$ cat config.mk
export PLATFORM = sky130hd
export DESIGN_NAME = sar_search_ctrl
export DESIGN_NICKNAME = d
export VERILOG_FILES = /design/src/rtl/sar_pkg.sv /design/src/rtl/sar_search_ctrl.sv
export SDC_FILE = /design/constraint.sdc
export NUM_CORES = 1
export LEC_CHECK = 0
export ABC_AREA = 1
export CORE_MARGIN = 2
export CORE_UTILIZATION = 50
export CTS_CLUSTER_SIZE = 10
export DETAILED_ROUTE_END_ITERATION = 7
export GPL_TIMING_DRIVEN = 0
export PLACE_DENSITY = 0.77
export SYNTH_ARGS = -nofsm -noshare
export SYNTH_HDL_FRONTEND = slang
export SYNTH_SLANG_ARGS = --single-unit
$ cat constraint.sdc
create_clock -name clk -period 1.69 [get_ports clk]
set_input_delay 0.338 -clock clk [delete_from_list [all_inputs] [get_ports clk]]
set_output_delay 0.338 -clock clk [all_outputs]
set_load 0.01 [all_outputs]
$ cat src/rtl/sar_pkg.sv
// Shared types and helpers for the successive-approximation search controller.
package sar_pkg;

  typedef enum logic [1:0] {
    StIdle,
    StTry,
    StVerify
  } sar_state_e;

  // True when exactly one of the comparator flags is set.
  function automatic logic onehot3(input logic g, input logic l, input logic e);
    return (g & ~l & ~e) | (~g & l & ~e) | (~g & ~l & e);
  endfunction

endpackage

$ cat src/rtl/sar_search_ctrl.sv
// Successive-approximation search controller: drives a trial operand onto an
// external magnitude comparator and converges MSB-first on the target value.
module sar_search_ctrl
  import sar_pkg::*;
#(
  parameter int unsigned W = 4
) (
  input  logic         clk,
  input  logic         rst_n,
  input  logic         start,
  input  logic         cmp_g,
  input  logic         cmp_l,
  input  logic         cmp_e,
  output logic [W-1:0] trial,
  output logic         busy,
  output logic         done,
  output logic         found,
  output logic         err,
  output logic [W-1:0] result
);

  localparam int unsigned IdxW = $clog2(W);
  localparam logic [W-1:0] TrialMsb = {1'b1, {(W-1){1'b0}}};
  localparam logic [IdxW-1:0] IdxMsb = IdxW'(W - 1);

  sar_state_e state_q, state_d;
  logic [W-1:0]    trial_q, trial_d;
  logic [W-1:0]    result_q, result_d;
  logic [IdxW-1:0] idx_q, idx_d;
  logic [IdxW-1:0] idx_dec;
  logic            busy_q, busy_d;
  logic            done_q, done_d;
  logic            found_q, found_d;
  logic            err_q, err_d;
  logic            cmp_ok;

  assign cmp_ok  = onehot3(cmp_g, cmp_l, cmp_e);
  assign idx_dec = idx_q - IdxW'(1);

  // State and datapath registers.
  always_ff @(posedge clk or negedge rst_n) begin
    if (!rst_n) begin
      state_q  <= StIdle;
      trial_q  <= '0;
      result_q <= '0;
      idx_q    <= '0;
      busy_q   <= 1'b0;
      done_q   <= 1'b0;
      found_q  <= 1'b0;
      err_q    <= 1'b0;
    end else begin
      state_q  <= state_d;
      trial_q  <= trial_d;
      result_q <= result_d;
      idx_q    <= idx_d;
      busy_q   <= busy_d;
      done_q   <= done_d;
      found_q  <= found_d;
      err_q    <= err_d;
    end
  end

  // Next-state, next-trial and completion logic.
  always_comb begin
    state_d  = state_q;
    trial_d  = trial_q;
    result_d = result_q;
    idx_d    = idx_q;
    busy_d   = busy_q;
    done_d   = 1'b0;
    found_d  = found_q;
    err_d    = err_q;

    unique case (state_q)
      StIdle: begin
        // A start coinciding with the done pulse is dropped, not queued.
        if (start && !done_q) begin
          trial_d = TrialMsb;
          idx_d   = IdxMsb;
          busy_d  = 1'b1;
          state_d = StTry;
        end
      end

      StTry: begin
        if (!cmp_ok) begin
          result_d = trial_q;
          found_d  = 1'b0;
          err_d    = 1'b1;
          done_d   = 1'b1;
          busy_d   = 1'b0;
          state_d  = StIdle;
        end else if (cmp_e) begin
          result_d = trial_q;
          found_d  = 1'b1;
          err_d    = 1'b0;
          done_d   = 1'b1;
          busy_d   = 1'b0;
          state_d  = StIdle;
        end else begin
          // Keep the bit on "greater", clear it on "less".
          trial_d[idx_q] = cmp_g;
          if (idx_q != '0) begin
            trial_d[idx_dec] = 1'b1;
            idx_d            = idx_dec;
          end else begin
            state_d = StVerify;
          end
        end
      end

      StVerify: begin
        result_d = trial_q;
        found_d  = cmp_ok & cmp_e;
        err_d    = ~cmp_ok;
        done_d   = 1'b1;
        busy_d   = 1'b0;
        state_d  = StIdle;
      end

      default: begin
        state_d = StIdle;
        busy_d  = 1'b0;
      end
    endcase
  end

  assign trial  = trial_q;
  assign result = result_q;
  assign busy   = busy_q;
  assign done   = done_q;
  assign found  = found_q;
  assign err    = err_q;

endmodule
==> run summary <==
Synth top area share: 0.417
final setup skew: 0.00286 ns
drt via density: 4.99
Final ANT Viol Nets: 0
Tcrit/Tclk final: 0.944
Vias: 858
register bit total from synthesis: 16
CP required: 1.35 ns
area of the multi-input gates: 460 um2
worst setup path startpoint: trial[1]
setup violators final: 0
CP Launch Type: register
status: complete, no violations
Avg WL per Cell: 11.5 um
CP max FO: 4
Die Y: 47.8 um
first-pass GRT wire length: 3480 um
setup TNS: 0 ns
Buf/Inv on CP: 1
clock slew seen by the registers of the worst setup and hold paths: 0.09 ns
Setup crit end: trial[1]
Avg Inst Size Synth: 7.62 um2
die width: 47.8 um
I/O pin count: 18
vias in the first global route: 800
CTS tree: done
Max Fclk: 627 MHz
DPL Wire Length: 1540 um
synth unique cells: 20
P&R area growth vs syn: 24.8%
VDD IR max: 1240 uV
CTS sink count: 16
DP Cell Count: 168
register area: 400 um2
power per cell area: 1820 nW/um2
r2r endpoint: idx_q[0]
WS Path Type: register to output port
core area: 1760 um2
Seq/Total Area, Yosys: 0.417
Post-CTS Resized: 0
ranking of synthesized cells by area: dfrtp_1 (42%), nand2_1 (19%), ha_1 (9.1%)
worst min-delay path class: primary input to asynchronous set/reset pin
Synth Instances: 126
Buffers on Ports: 17
Worst path depth: 1
Worst-Margin Slew: 0.721 ns
Max-Cap Viols: 0
post-CTS setup repair buffer count: 0
Register-to-Register Setup Slack: 0.17 ns
Final nets: 161
CP max stage delay: 0.55 ns
gr usage total: 0.220
Syn Nets: 139
Crit path max-delay family: buffers and inverters
worst r2r path cells: 9
final hold viol count: 0
DRT iter0 DRCs: 26
RSZ-0062 raised after global routing: no
n_diodes: 0
final worst setup slack: 0.0947 ns
Fillers: 168
CP Capture Type: output port
Post-Place Setup Slack: -0.000205 ns
cells along the critical path: clkdlybuf4s50_1
Post-CTS Hold Buffers: 0
Worst EP arrival: 1.26 ns
Post-Layout Cell Count: 172
Initial DRT Pass Iterations: 4
pin count of the biggest net entering global routing: 17
Yosys top cell by area: dfrtp_1
root buf cell: clkbuf_4
GPL Wtd Cong: 0.870
yosys synthesis warning count: 0
row cnt: 15
Num CTS Buffers: 3
Die ar.: 2290 um2
Worst-Skew Late Latency: 0.29 ns
max_slew headroom: 0.518
RR Startpoint: state_q[1]
leakage: 0.639 nW
Tmin final: 1.60 ns
share of cells above drive strength 1: 0.0816
final WL: 1980 um
slowest stage cell, crit path: clkdlybuf4s50_1
DRC Markers: 0
Initial Util: 0.544
Cell Area, Synth: 960 um2
initial antenna violation count: 0
Clock H-tree levels: 1
Slew Limit Fails: 0
GRT Residual Overflow: 0
clock buffer depth: 2
## kinds of logic after synthesis
group           synth area share
buf+inv                    0.103
compound gates            0.0887
simple gates               0.300
fa+ha+maj                 0.0913
flops                      0.417
## final cells by class
type | count | area share
sequential | 16 | 0.334
clock buffer | 4 | 0.0303
timing repair buffer | 17 | 0.142
buffer | 3 | 0.0199
tap | 25 | 0.0261
inverter | 20 | 0.0627
multi-input combinational | 87 | 0.385
## state kept, by name, indices dropped and copies added, names as in the netlist
register  cells
trial         4
err           1
done          1
busy          1
state_q       2
found         1
result        4
idx_q         2
## power by group
part	internal [W]	switching, W	total (W)
Combinational	0.000556	0.000703	0.00126
Clock	0.000131	0.000126	0.000258
Sequential	0.000544	0.000124	0.000669
## cell usage in the layout (no fill, tap or decap), types with 2 or more instances in the layout
cell type / instances
nand3_1: 9
clkdlybuf4s50_1: 17
dfrtp_1: 16
inv_1: 19
nand4_1: 2
clkbuf_4: 3
nor2_1: 3
o21ai_1: 7
o21ai_0: 3
nand2_1: 48
a21oi_1: 2
ha_1: 7
## how the worst min path moves through the flow
stage,start,endpoint,slack (ns),cells past startpoint
after CTS,found,found,0.48,2
after global routing,rst_n,done,0.53,1
after floorplan,rst_n,busy,0.04,0
after detailed placement,found,found,0.46,2
after global placement,found,found,0.46,2
final,rst_n,trial[1],0.47,1
## worst reg2reg max path, stage by stage (launching register included)
cell,delay (ns)
dfrtp_1,0.38
inv_1,0.07
ha_1,0.17
buf_4,0.17
inv_1,0.12
nand2_1,0.11
o21ai_1,0.16
nand3_1,0.13
nand2_1,0.07
nand2_1,0.05
## stage by stage
step	power (W)	hold WS, ns	utilization	cell area [um2]
global placement	0.00188	0.456	0.658	1160
finish	0.00218	0.466	0.679	1200
global route	0.00242	0.529	0.679	1200
detailed placement	0.00193	0.458	0.658	1160
CTS	0.00219	0.482	0.679	1200
floorplan	0.00149	0.0424	-	960
## synth_stat cells, drive strengths merged
| cell type | instances |
|---|---|
| buf | 3 |
| inv | 20 |
| dfrtp | 16 |
| o211ai | 1 |
| o21ai | 11 |
| a21oi | 2 |
| ha | 7 |
| nand2 | 49 |
| o2111ai | 1 |
| nand3 | 9 |
| or2 | 1 |
| nor2 | 3 |
| nand4 | 3 |
## routing by layer
layer  routed length [um]  GRT usage  vias up
met3                  104     0.0453        4
met2                  935      0.371       30
met4                   30     0.0757        0
li1                     -          -      445
met1                  907      0.278      379
met5                    0          0        -
Note: power is estimated with default switching activity, not from simulation.
==> RTL edit: new RTL, same settings <==
The 3 states of `sar_state_e` get a one-hot encoding in 3 bits.
--- a/src/rtl/sar_pkg.sv
+++ b/src/rtl/sar_pkg.sv
@@ -1,10 +1,10 @@
 // Shared types and helpers for the successive-approximation search controller.
 package sar_pkg;
 
-  typedef enum logic [1:0] {
-    StIdle,
-    StTry,
-    StVerify
+  typedef enum logic [2:0] {
+    StIdle   = 3'b001,
+    StTry    = 3'b010,
+    StVerify = 3'b100
   } sar_state_e;
 
   // True when exactly one of the comparator flags is set.
Function: same outputs for any inputs over 10 cycles, from zero or initial values and one cycle with rst_n low; not proved beyond that.
==> RTL edit against the original RTL <==
- synthesized area rose by 2.6%
- first-iteration DRC count fell by 54%
- routed wire length decreased by 0.25%
- power decreased by 4.4%
- cell area grew 1.5%
- worst setup slack worse by 0.0026 ns
- synthesized cell count fell by 4.8%
- sequential cell count up 1
- critical path type unchanged
==> RTL edit: results (changes against the original RTL) <==
Layout Nets 152 (-5.6%); P_leak 0.6169 nW (-3.4%); per-cell routed wire length 11.74 um (+2.1%); result of the run finished, final reports clean; Placed Cells 164 (-2.4%); Worst R2R End trial[2]; first-pass GRT wire length 3560 um (+2.2%); reg2reg path depth 8 (-1); 1st-iter DRT viols 12 (-54%); syn nets 130 (-6.5%); # port buffers 17 (unchanged); hold slack 0.4699 ns (+0.003407 ns); Num CTS Buffers 3 (unchanged); launching point of the worst reg2reg path idx_q[1]; FF-to-FF setup slack 0.28 ns (+0.11 ns); GRT Overall Usage 19.39% (-2.6 points); largest net degree at the start of global routing 18 (+1); Adder-Cell Fraction of Synth Area 5.083% (-4.0 points); sequential element share of the synthesized area 43.33% (+1.6 points); Setup Skew 0.004200 ns (+0.001336 ns); syn avg cell area 8.206 sq um (+7.7%); Area contributors post-synth dfrtp_1 (41%), nand2_1 (16%), nand3_1 (9.1%); slew margin rel. 50.05% (-1.7 points); GPL Wtd Cong 0.8634 (-0.78%); routed vias 833 (-2.9%); DP HPWL 1483 um (-3.4%); Synth Area in Compound Gates 3.431% (-5.4 points); Worst Hold Class input port to asynchronous set/reset pin; Peak supply drop 0.8643 mV (-31%); via density per instance 4.958 (-0.60%); clock tree root buffer cell clkbuf_4; fraction of layout cells with a size suffix above 1 13.48% (+5.3 points); Clock Pin Slew Worst Setup and Hold Paths roughly 0.1 ns
-- RTL edit: area by class of cell --
class | instances | area, sq um | area share, %
inverter | 15 | 61.31 | 5.046
timing repair buffer | 17 | 170.2 | 14.01
multi-input combinational | 88 | 496.7 | 40.89
tap | 27 | 33.78 | 2.781
sequential | 17 | 426.7 | 35.12
clock buffer | 4 | 26.28 | 2.163
-- RTL edit: routing by layer --
layer	vias to the layer above	GRT usage [%]	share of wire [%]
met2	17	32.64	49
met5	-	0	0
li1	423	-	-
met4	0	8.571	2.1
met3	5	3.086	3.8
met1	388	24.75	45
-- RTL edit: stage by stage --
step,cell area [sq um],worst slack [ns]
final,1215,0.09211
after global routing,1215,0.05196
after CTS,1215,0.08435
after detailed placement,1189,-0.07556
after global placement,1189,-0.05037
after floorplan,984.7,0.4758
-- RTL edit: cells by family (layout without fill, tap and decap cells) --
| logic type | Yosys count | in the layout |
|---|---|---|
| AND/OR/NAND/NOR | 79 | 79 |
| buffers and inverters | 15 | 36 |
| flip-flops | 17 | 17 |
| AO/OA/AOI/OAI | 5 | 5 |
| adder cells (fa/ha/maj) | 4 | 4 |
-- RTL edit: worst max-delay path by stage --
stage / startpoint / end / slack (ns) / depth (start not counted)
2_1_floorplan: idx_q[0] / trial[2] / 0.48 / 8
3_3_place_gp: cmp_g / trial[1] / -0.05 / 9
3_5_place_dp: cmp_g / trial[0] / -0.08 / 9
4_1_cts: trial[0] / trial[0] / 0.08 / 1
5_1_grt: trial[0] / trial[0] / 0.05 / 1
6_report: trial[0] / trial[0] / 0.09 / 1
-- RTL edit: power breakdown --
group	internal (mW)	leakage [nW]	switching (mW)
combinational	0.502	0.389	0.639
sequential	0.593	0.213	0.133
clock	0.0920	0.0150	0.131
